===== src/rtl/seven_seg_scanner_if.sv =====
// ---------------------------------------------------------------------------
// seven_seg_scanner_if
//
// Bundles the data/control signals of the seven-segment scanner.
//
// Parameter:
//   NUM_DIGITS : number of multiplexed digits (2..8)
//
// Signals:
//   value      : 4*NUM_DIGITS hex nibbles, nibble k belongs to digit k
//   dp_in      : per-digit decimal point request, active-high
//   load       : single-cycle strobe capturing value/dp_in into staging
//   digit      : registered nibble for the external seven_seg_decoder
//   an_n       : registered anode enables, active-low, one-hot-or-none
//   dp_n       : registered decimal point, active-low
//   digit_idx  : index of the current digit slot
//   frame_done : single-cycle pulse when the scan wraps back to digit 0
//   pending    : staged data waiting for the next frame wrap
//
// Modports:
//   master : the client that supplies display data and watches the scan
//   slave  : the scanner itself
// ---------------------------------------------------------------------------
interface seven_seg_scanner_if #(
    parameter int NUM_DIGITS = 4
);
    localparam int IDX_W = $clog2(NUM_DIGITS);

    logic [4*NUM_DIGITS-1:0] value;
    logic [NUM_DIGITS-1:0]   dp_in;
    logic                    load;
    logic [3:0]              digit;
    logic [NUM_DIGITS-1:0]   an_n;
    logic                    dp_n;
    logic [IDX_W-1:0]        digit_idx;
    logic                    frame_done;
    logic                    pending;

    modport master (
        output value,
        output dp_in,
        output load,
        input  digit,
        input  an_n,
        input  dp_n,
        input  digit_idx,
        input  frame_done,
        input  pending
    );

    modport slave (
        input  value,
        input  dp_in,
        input  load,
        output digit,
        output an_n,
        output dp_n,
        output digit_idx,
        output frame_done,
        output pending
    );
endinterface


===== src/rtl/seven_seg_scanner.sv =====
// ---------------------------------------------------------------------------
// seven_seg_scanner
//
// Time-multiplexes NUM_DIGITS hex digits onto a common seven-segment bus.
// Every digit owns a slot of REFRESH_DIV clock cycles; the first
// BLANK_CYCLES cycles of each slot keep all anodes off (ghosting guard),
// the remainder of the slot drives the anode of the current digit.
// New display data is captured into a staging register by 'load' and is
// only copied into the displayed (shadow) register on the frame wrap, so a
// frame never mixes old and new data.
//
// Parameters:
//   NUM_DIGITS   : number of digits, 2..8
//   REFRESH_DIV  : clk cycles per digit slot, 4..2^20
//   BLANK_CYCLES : all-off cycles at the start of each slot, 1..REFRESH_DIV-1
//
// Ports:
//   clk : sole clock, rising edge
//   rst : asynchronous, active-high reset
//   bus : seven_seg_scanner_if.slave
//         inputs  value, dp_in, load
//         outputs digit, an_n, dp_n, digit_idx, frame_done, pending
//         (all outputs are registered)
//
// Build option:
//   SEG_SCAN_LZB_EN : when defined, leading-zero blanking keeps the anode of
//                     digit k > 0 off when nibbles k..NUM_DIGITS-1 are all
//                     zero and digit k has no decimal point. Slot timing and
//                     frame_done are not affected.
// ---------------------------------------------------------------------------
module seven_seg_scanner #(
    parameter int NUM_DIGITS   = 4,
    parameter int REFRESH_DIV  = 50000,
    parameter int BLANK_CYCLES = 16
) (
    input  logic               clk,
    input  logic               rst,
    seven_seg_scanner_if.slave bus
);

    localparam int IDX_W = $clog2(NUM_DIGITS);
    localparam int CNT_W = $clog2(REFRESH_DIV);
    localparam int VAL_W = 4 * NUM_DIGITS;

    localparam logic [CNT_W-1:0] SLOT_LAST  = CNT_W'(REFRESH_DIV - 1);
    localparam logic [CNT_W-1:0] BLANK_LAST = CNT_W'(BLANK_CYCLES - 1);
    localparam logic [IDX_W-1:0] IDX_LAST   = IDX_W'(NUM_DIGITS - 1);

    typedef enum logic [0:0] {
        ST_BLANK = 1'b0,
        ST_SHOW  = 1'b1
    } state_t;

    // -----------------------------------------------------------------------
    // Helpers
    // -----------------------------------------------------------------------

    // Nibble of 'data' belonging to digit 'idx' (mask-and-or mux, no
    // out-of-range indexing when NUM_DIGITS is not a power of two).
    function automatic logic [3:0] nibble_at(input logic [VAL_W-1:0] data,
                                             input logic [IDX_W-1:0] idx);
        logic [3:0] nib;
        nib = 4'h0;
        for (int k = 0; k < NUM_DIGITS; k++) begin
            nib = nib | (data[4*k +: 4] & {4{idx == IDX_W'(k)}});
        end
        return nib;
    endfunction

    // Decimal-point request of digit 'idx'.
    function automatic logic dp_at(input logic [NUM_DIGITS-1:0] dp,
                                   input logic [IDX_W-1:0]      idx);
        logic sel;
        sel = 1'b0;
        for (int k = 0; k < NUM_DIGITS; k++) begin
            sel = sel | (dp[k] & (idx == IDX_W'(k)));
        end
        return sel;
    endfunction

    // Active-low anode pattern with only digit 'idx' enabled.
    function automatic logic [NUM_DIGITS-1:0] anode_for(input logic [IDX_W-1:0] idx);
        logic [NUM_DIGITS-1:0] an;
        for (int k = 0; k < NUM_DIGITS; k++) begin
            an[k] = ~(idx == IDX_W'(k));
        end
        return an;
    endfunction

`ifdef SEG_SCAN_LZB_EN
    // True when digit 'idx' is a leading zero that should stay dark:
    // not digit 0, no decimal point, and it and every more significant
    // nibble are zero.
    function automatic logic lzb_hide(input logic [VAL_W-1:0]      data,
                                      input logic [NUM_DIGITS-1:0] dp,
                                      input logic [IDX_W-1:0]      idx);
        logic upper_nz;
        logic sel_dp;
        upper_nz = 1'b0;
        sel_dp   = 1'b0;
        for (int k = 0; k < NUM_DIGITS; k++) begin
            upper_nz = upper_nz | ((k >= int'(idx)) && (data[4*k +: 4] != 4'h0));
            sel_dp   = sel_dp   | (dp[k] & (idx == IDX_W'(k)));
        end
        return (idx != {IDX_W{1'b0}}) & ~upper_nz & ~sel_dp;
    endfunction
`endif

    // -----------------------------------------------------------------------
    // State
    // -----------------------------------------------------------------------
    logic [CNT_W-1:0]      cnt_r;
    logic [CNT_W-1:0]      cnt_next_s;
    state_t                state_r;
    state_t                state_next_s;
    logic [IDX_W-1:0]      idx_r;
    logic [IDX_W-1:0]      idx_next_s;

    logic [VAL_W-1:0]      staging_val_r;
    logic [VAL_W-1:0]      staging_val_next_s;
    logic [NUM_DIGITS-1:0] staging_dp_r;
    logic [NUM_DIGITS-1:0] staging_dp_next_s;
    logic                  pending_r;
    logic                  pending_next_s;

    logic [VAL_W-1:0]      shadow_val_r;
    logic [VAL_W-1:0]      shadow_val_next_s;
    logic [NUM_DIGITS-1:0] shadow_dp_r;
    logic [NUM_DIGITS-1:0] shadow_dp_next_s;

    logic [3:0]            digit_r;
    logic [3:0]            digit_next_s;
    logic                  dp_n_r;
    logic                  dp_n_next_s;
    logic [NUM_DIGITS-1:0] an_n_r;
    logic [NUM_DIGITS-1:0] an_n_next_s;
    logic                  frame_done_r;
    logic                  frame_done_next_s;

    logic                  slot_end_s;
    logic                  blank_end_s;
    logic                  frame_wrap_s;
    logic                  hide_s;

    // -----------------------------------------------------------------------
    // Timing: prescaler and digit index
    // -----------------------------------------------------------------------

    // Decode slot/frame boundaries and compute the next prescaler and index.
    always_comb begin
        slot_end_s   = (cnt_r == SLOT_LAST);
        blank_end_s  = (cnt_r == BLANK_LAST);
        frame_wrap_s = slot_end_s && (idx_r == IDX_LAST);
        cnt_next_s   = cnt_r;
        idx_next_s   = idx_r;
        if (slot_end_s) begin
            cnt_next_s = {CNT_W{1'b0}};
            if (idx_r == IDX_LAST) begin
                idx_next_s = {IDX_W{1'b0}};
            end else begin
                idx_next_s = idx_r + IDX_W'(1);
            end
        end else begin
            cnt_next_s = cnt_r + CNT_W'(1);
            idx_next_s = idx_r;
        end
    end

    // Prescaler and digit index registers.
    always_ff @(posedge clk or posedge rst) begin
        if (rst) begin
            cnt_r <= {CNT_W{1'b0}};
            idx_r <= {IDX_W{1'b0}};
        end else begin
            cnt_r <= cnt_next_s;
            idx_r <= idx_next_s;
        end
    end

    // -----------------------------------------------------------------------
    // FSM: BLANK at the start of every slot, SHOW for the rest
    // -----------------------------------------------------------------------

    // Next-state logic.
    always_comb begin
        state_next_s = state_r;
        case (state_r)
            ST_BLANK: begin
                if (blank_end_s) begin
                    state_next_s = ST_SHOW;
                end else begin
                    state_next_s = ST_BLANK;
                end
            end
            ST_SHOW: begin
                if (slot_end_s) begin
                    state_next_s = ST_BLANK;
                end else begin
                    state_next_s = ST_SHOW;
                end
            end
            default: begin
                state_next_s = ST_BLANK;
            end
        endcase
    end

    // FSM state register.
    always_ff @(posedge clk or posedge rst) begin
        if (rst) begin
            state_r <= ST_BLANK;
        end else begin
            state_r <= state_next_s;
        end
    end

    // -----------------------------------------------------------------------
    // Data path: staging -> shadow double buffer
    // -----------------------------------------------------------------------

    // Staging captures every load; shadow only changes on the frame wrap.
    // A load on the wrap cycle itself bypasses staging into shadow so it is
    // visible from slot 0 of the frame that starts next, and leaves nothing
    // pending.
    always_comb begin
        staging_val_next_s = staging_val_r;
        staging_dp_next_s  = staging_dp_r;
        pending_next_s     = pending_r;
        shadow_val_next_s  = shadow_val_r;
        shadow_dp_next_s   = shadow_dp_r;

        if (bus.load) begin
            staging_val_next_s = bus.value;
            staging_dp_next_s  = bus.dp_in;
        end else begin
            staging_val_next_s = staging_val_r;
            staging_dp_next_s  = staging_dp_r;
        end

        if (frame_wrap_s) begin
            pending_next_s = 1'b0;
            if (bus.load) begin
                shadow_val_next_s = bus.value;
                shadow_dp_next_s  = bus.dp_in;
            end else if (pending_r) begin
                shadow_val_next_s = staging_val_r;
                shadow_dp_next_s  = staging_dp_r;
            end else begin
                shadow_val_next_s = shadow_val_r;
                shadow_dp_next_s  = shadow_dp_r;
            end
        end else begin
            shadow_val_next_s = shadow_val_r;
            shadow_dp_next_s  = shadow_dp_r;
            if (bus.load) begin
                pending_next_s = 1'b1;
            end else begin
                pending_next_s = pending_r;
            end
        end
    end

    // Staging, pending and shadow registers; reset discards staged data.
    always_ff @(posedge clk or posedge rst) begin
        if (rst) begin
            staging_val_r <= {VAL_W{1'b0}};
            staging_dp_r  <= {NUM_DIGITS{1'b0}};
            pending_r     <= 1'b0;
            shadow_val_r  <= {VAL_W{1'b0}};
            shadow_dp_r   <= {NUM_DIGITS{1'b0}};
        end else begin
            staging_val_r <= staging_val_next_s;
            staging_dp_r  <= staging_dp_next_s;
            pending_r     <= pending_next_s;
            shadow_val_r  <= shadow_val_next_s;
            shadow_dp_r   <= shadow_dp_next_s;
        end
    end

    // -----------------------------------------------------------------------
    // Outputs
    // -----------------------------------------------------------------------

`ifdef SEG_SCAN_LZB_EN
    assign hide_s = lzb_hide(shadow_val_next_s, shadow_dp_next_s, idx_next_s);
`else
    assign hide_s = 1'b0;
`endif

    // Output next values are derived from the next state/index so that the
    // registered outputs line up with the FSM without an extra cycle of lag.
    // digit/dp_n only move at a slot boundary, so they are stable per slot.
    always_comb begin
        digit_next_s      = digit_r;
        dp_n_next_s       = dp_n_r;
        an_n_next_s       = {NUM_DIGITS{1'b1}};
        frame_done_next_s = frame_wrap_s;

        if (slot_end_s) begin
            digit_next_s = nibble_at(shadow_val_next_s, idx_next_s);
            dp_n_next_s  = ~dp_at(shadow_dp_next_s, idx_next_s);
        end else begin
            digit_next_s = digit_r;
            dp_n_next_s  = dp_n_r;
        end

        if ((state_next_s == ST_SHOW) && !hide_s) begin
            an_n_next_s = anode_for(idx_next_s);
        end else begin
            an_n_next_s = {NUM_DIGITS{1'b1}};
        end
    end

    // Output registers.
    always_ff @(posedge clk or posedge rst) begin
        if (rst) begin
            digit_r      <= 4'h0;
            dp_n_r       <= 1'b1;
            an_n_r       <= {NUM_DIGITS{1'b1}};
            frame_done_r <= 1'b0;
        end else begin
            digit_r      <= digit_next_s;
            dp_n_r       <= dp_n_next_s;
            an_n_r       <= an_n_next_s;
            frame_done_r <= frame_done_next_s;
        end
    end

    assign bus.digit      = digit_r;
    assign bus.dp_n       = dp_n_r;
    assign bus.an_n       = an_n_r;
    assign bus.digit_idx  = idx_r;
    assign bus.frame_done = frame_done_r;
    assign bus.pending    = pending_r;

endmodule


===== src/flat_wrapper.sv =====
// flat-port wrapper written by rule: the top's interface ports become plain ports
module seven_seg_scanner_flat 
#(
    parameter int NUM_DIGITS   = 4,
    parameter int REFRESH_DIV  = 50000,
    parameter int BLANK_CYCLES = 16
)
  (clk, rst, bus_value, bus_dp_in, bus_load, bus_digit, bus_an_n, bus_dp_n, bus_digit_idx, bus_frame_done, bus_pending);
  seven_seg_scanner_if #(.NUM_DIGITS(NUM_DIGITS)) bus_i ();
  input  logic clk;
  input  logic rst;
  input wire logic [$bits(bus_i.value)-1:0] bus_value;
  input wire logic [$bits(bus_i.dp_in)-1:0] bus_dp_in;
  input wire logic [$bits(bus_i.load)-1:0] bus_load;
  output wire logic [$bits(bus_i.digit)-1:0] bus_digit;
  output wire logic [$bits(bus_i.an_n)-1:0] bus_an_n;
  output wire logic [$bits(bus_i.dp_n)-1:0] bus_dp_n;
  output wire logic [$bits(bus_i.digit_idx)-1:0] bus_digit_idx;
  output wire logic [$bits(bus_i.frame_done)-1:0] bus_frame_done;
  output wire logic [$bits(bus_i.pending)-1:0] bus_pending;
  assign bus_i.value = bus_value;
  assign bus_i.dp_in = bus_dp_in;
  assign bus_i.load = bus_load;
  assign bus_digit = bus_i.digit;
  assign bus_an_n = bus_i.an_n;
  assign bus_dp_n = bus_i.dp_n;
  assign bus_digit_idx = bus_i.digit_idx;
  assign bus_frame_done = bus_i.frame_done;
  assign bus_pending = bus_i.pending;
  seven_seg_scanner #(.NUM_DIGITS(NUM_DIGITS), .REFRESH_DIV(REFRESH_DIV), .BLANK_CYCLES(BLANK_CYCLES)) u_core (.clk(clk), .rst(rst), .bus(bus_i));
endmodule

===== config.mk =====
export PLATFORM = sky130hd
export DESIGN_NAME = seven_seg_scanner_flat
export DESIGN_NICKNAME = d
export VERILOG_FILES = /design/src/rtl/seven_seg_scanner_if.sv /design/src/rtl/seven_seg_scanner.sv /design/src/flat_wrapper.sv
export SDC_FILE = /design/constraint.sdc
export NUM_CORES = 1
export LEC_CHECK = 0
export CORE_MARGIN = 2
export CORE_UTILIZATION = 45
export CTS_BUF_LIST = sky130_fd_sc_hd__clkbuf_16
export CTS_CLUSTER_SIZE = 30
export DETAILED_ROUTE_END_ITERATION = 12
export GPL_TIMING_DRIVEN = 1
export PLACE_DENSITY = 0.77
export SLEW_MARGIN = 20
export SYNTH_ARGS = -nofsm -noshare
export SYNTH_HDL_FRONTEND = slang
export SYNTH_SLANG_ARGS = --single-unit
export TNS_END_PERCENT = 10

===== constraint.sdc =====
create_clock -name clk -period 4.9 [get_ports clk]
set_input_delay 0.98 -clock clk [delete_from_list [all_inputs] [get_ports clk]]
set_output_delay 0.98 -clock clk [all_outputs]
set_load 0.1 [all_outputs]

==> metrics.md <==
| Metric | Value |
|---|---|
| Outcome | finished clean |
| Hold Vio Cnt, Final | 0 |
| Layout net count | roughly 340 |
| Syn-to-layout area delta | 21.4% |
| Ys Warns | 0 |
| Final Slew Violations | 0 |
| Number of port buffers | 35 |
| Worst path required time | 3.92 ns |
| Max incr delay on CP | 1.23 ns |
| Post-route setup TNS | 0 ns |
| Crit-path leading delay family | buffers and inverters |
| Clock Pin Slew Worst Setup and Hold Paths | approximately 0.060 ns |
| Register area | 1760 µm² |
| Initial antenna violation count | 0 |
| PwrDens | roughly 320 nW/µm² |
| Root Buffer | clkbuf_16 |
| Final setup fails | 0 |
| Psw | between 0.2 and 0.3 mW |
| Achievable Freq | 313 MHz |
| Setup crit end kind | output pin |
| Placed wire-length estimate | ~4400 µm |
| Lkg Pwr | 1.72 nW |
| Placer Congestion | around 0.83 |
| Drt drc | 0 |
| Post-Syn Area | between 3000 and 4000 µm² |
| CP Max Fanout | 12 |
| Share of layout cells above drive strength 1 | roughly 16% |
| Synth area leaders | dfrtp_1, mux2_2, dfstp_2 |
| H-Tree Depth | 3 |
| Maximum vdd ir drop | approximately 170 µV |
| Most frequent cell after synthesis | dfrtp_1 |
| CTS Hold Buffers Added | 0 |
| Via count | approximately 2.2k |
| Row cnt | 30 |
| Slew headroom | between 30% and 40% |
| Total CTS buffers | 9 |
| Worst hold-check path type | reg2reg |
| Tcrit/Tclk final | between 60% and 70% |
| WS Path Type | reg2out |
| Largest net degree at the start of global routing | 44 |
| Post-CTS Setup Inserts | 0 |
| Filler cell count | around 600 |
| Synth Area per Inst | roughly 11 µm² |
| Die Ht | about 90 µm |
| Via density | around 5.4 |
| Clock Latency Late Sink | roughly 0.33 ns |
| CTS tree | yes |
| Post-synthesis async set-or-reset flop share | between 90% and 100% |
| GR Util All Layers | between 10% and 20% |
| Crit-path cells | clkdlybuf4s50_1 |
| Syn_nets | approximately 300 |
| N_diodes | 0 |
| Worst EP arrival | approximately 2.2 ns |
| Pre-antenna DRT Iters | 4 |
| Area of the multi-input gates | around 1300 µm² |
| Maximum root-to-sink buffer count | 2 |
| Flop pwr share | 48.5% |
| Switch share | about 22% |
| Worst Setup Start Kind | register |
| Die Wd | 88.1 µm |
| RSZ-0062 raised after global routing | no |
| Yosys cell types | between 40 and 50 |
| Post-synth EDFFs | 0 |
| Gates resized, CTS repair | 0 |
| Io pins | 36 |
| DRT antenna net count | 0 |
| Core area | just under 7000 µm² |
| Crit-path slowest cell | clkdlybuf4s50_1 |
| Seq cells post-synth | 70 |
| Post-layout util | 56.6% |
| Synth top area share | roughly 51% |
| Vias in the first global route | 2205 |
| Top_reg_cell synth | dfrtp_1 |
| TritonCTS Sinks | 70 |
| Seq/Total Area, Yosys | a little under three fifths |
| Synth Instances | between 200 and 300 |
| Max Cap Viol | 0 |
| Clock skew after layout | roughly 0.0074 ns |
| First-pass GRT wire length | 11100 µm |
| Yosys top cell by area | dfrtp_1 |
| Slew @ Worst Pin | 0.978 ns |
| Final worst path period need | between 3 and 4 ns |
| Iteration-0 DRC Markers | around 130 |
| CP bufs+invs | 1 |
| Internal | between 0.9 and 1 mW |
| Starting density of the core | 46.6% |
| Drt wl/cell | around 16 µm |
| Overflow left after global routing | 0 |
| Synth top cells by count | dfrtp_1, nand2_1, a21oi_1, nor2_1, mux2_2 |
| WL final | approximately 6600 µm |
| Part of the power in combinational logic | ~5.3% |
| Clock share of power | a little under half |
| Die area | between 7000 and 8000 µm² |
-- state kept, by name, summed over array words and instances, names as in the netlist --
register	count
u_core.bus.an_n	4
u_core.bus.digit	4
u_core.bus.digit_idx	2
u_core.bus.dp_n	1
u_core.bus.frame_done	1
u_core.bus.pending	1
u_core.cnt_r	16
u_core.shadow_dp_r	4
u_core.shadow_val_r	16
u_core.staging_dp_r	4
u_core.staging_val_r	16
u_core.state_r	1
-- power groups by stage --
stage	logic, mW	registers (mW)	clock network, mW
floorplan	0.0367	0.610	0
global placement	0.0647	0.611	0
detailed placement	0.0663	0.612	0
CTS	0.0669	0.602	0.583
global route	0.0732	0.603	0.617
finish	0.0654	0.602	0.575
-- tightest hold or removal path, delay by kind of cell, from the launching register on --
family	cells	cell delay [ns]
compound gates	1	0.08
buf+inv	1	0.05
flops	1	0.32
-- layer usage --
| layer | up-vias | GRT usage (%) | wire length [µm] |
|---|---|---|---|
| li1 | 1070 | - | - |
| met1 | 1107 | 26.8 | 3160 |
| met2 | 60 | 27.5 | 2980 |
| met3 | 10 | 4.05 | 346 |
| met4 | 0 | 9.64 | 137 |
| met5 | - | 0 | 0 |
-- per-stage QoR --
step                area, µm²  std cells  setup slack, ns  hold WS (ns)  total power, mW
global route             3860        417             1.66         0.497             1.29
finish                   3860        417             1.71         0.477             1.24
floorplan                3180        281             1.92         0.433            0.647
global placement         3600        401             1.59         0.449            0.676
detailed placement       3600        401             1.46         0.453            0.678
CTS                      3860        417             1.70         0.466             1.25
-- cells in the final DEF (no fill, tap or decap), types with 5 or more instances in the layout --
cell / netlist / final
o21ai_1: 5 / 5
inv_1: 12 / 11
xor2_1: 8 / 8
dfstp_2: 5 / 5
mux2i_1: 8 / 8
mux2_2: 18 / 18
a21oi_1: 20 / 20
a21o_1: 8 / 8
clkbuf_16: 0 / 9
clkdlybuf4s50_1: 0 / 35
nor2_1: 20 / 20
nand3_1: 12 / 12
dfrtp_1: 65 / 65
and4_1: 5 / 5
o21ai_0: 10 / 10
nand2_1: 24 / 24
-- layout make-up --
| cell class | instances | area share [%] |
|---|---|---|
| repair buffers | 38 | 9.65 |
| well taps | 96 | 3.11 |
| clock inverters | 7 | 1.07 |
| clock buffers | 9 | 5.83 |
| multi-input cells | 183 | 33.5 |
| inverters | 14 | 1.36 |
| flip-flops and latches | 70 | 45.5 |
-- logic make-up after synthesis --
| group | synth area share [%] |
|---|---|
| multiplexers | 10.3 |
| adder cells (fa/ha/maj) | 0.786 |
| AND/OR/NAND/NOR | 14.1 |
| XOR/XNOR | 3.03 |
| flip-flops | 55.2 |
| AO/OA/AOI/OAI | 12.4 |
| buffers and inverters | 4.09 |
-- final timing paths --
kind	start	slack, ns	cells after the start	endpoint
setup / recovery	u_core.bus.pending	1.71	1	bus_pending
max in group asynchronous	rst	2.83	3	u_core.bus.an_n[3]
setup reg to reg	u_core.cnt_r[4]	1.85	7	u_core.bus.digit[0]
hold reg to reg	u_core.shadow_dp_r[2]	0.48	2	u_core.shadow_dp_r[2]
hold / removal	u_core.shadow_dp_r[2]	0.48	2	u_core.shadow_dp_r[2]
min in group asynchronous	rst	1.17	2	u_core.shadow_dp_r[2]
(Power assumes the default switching activity.)
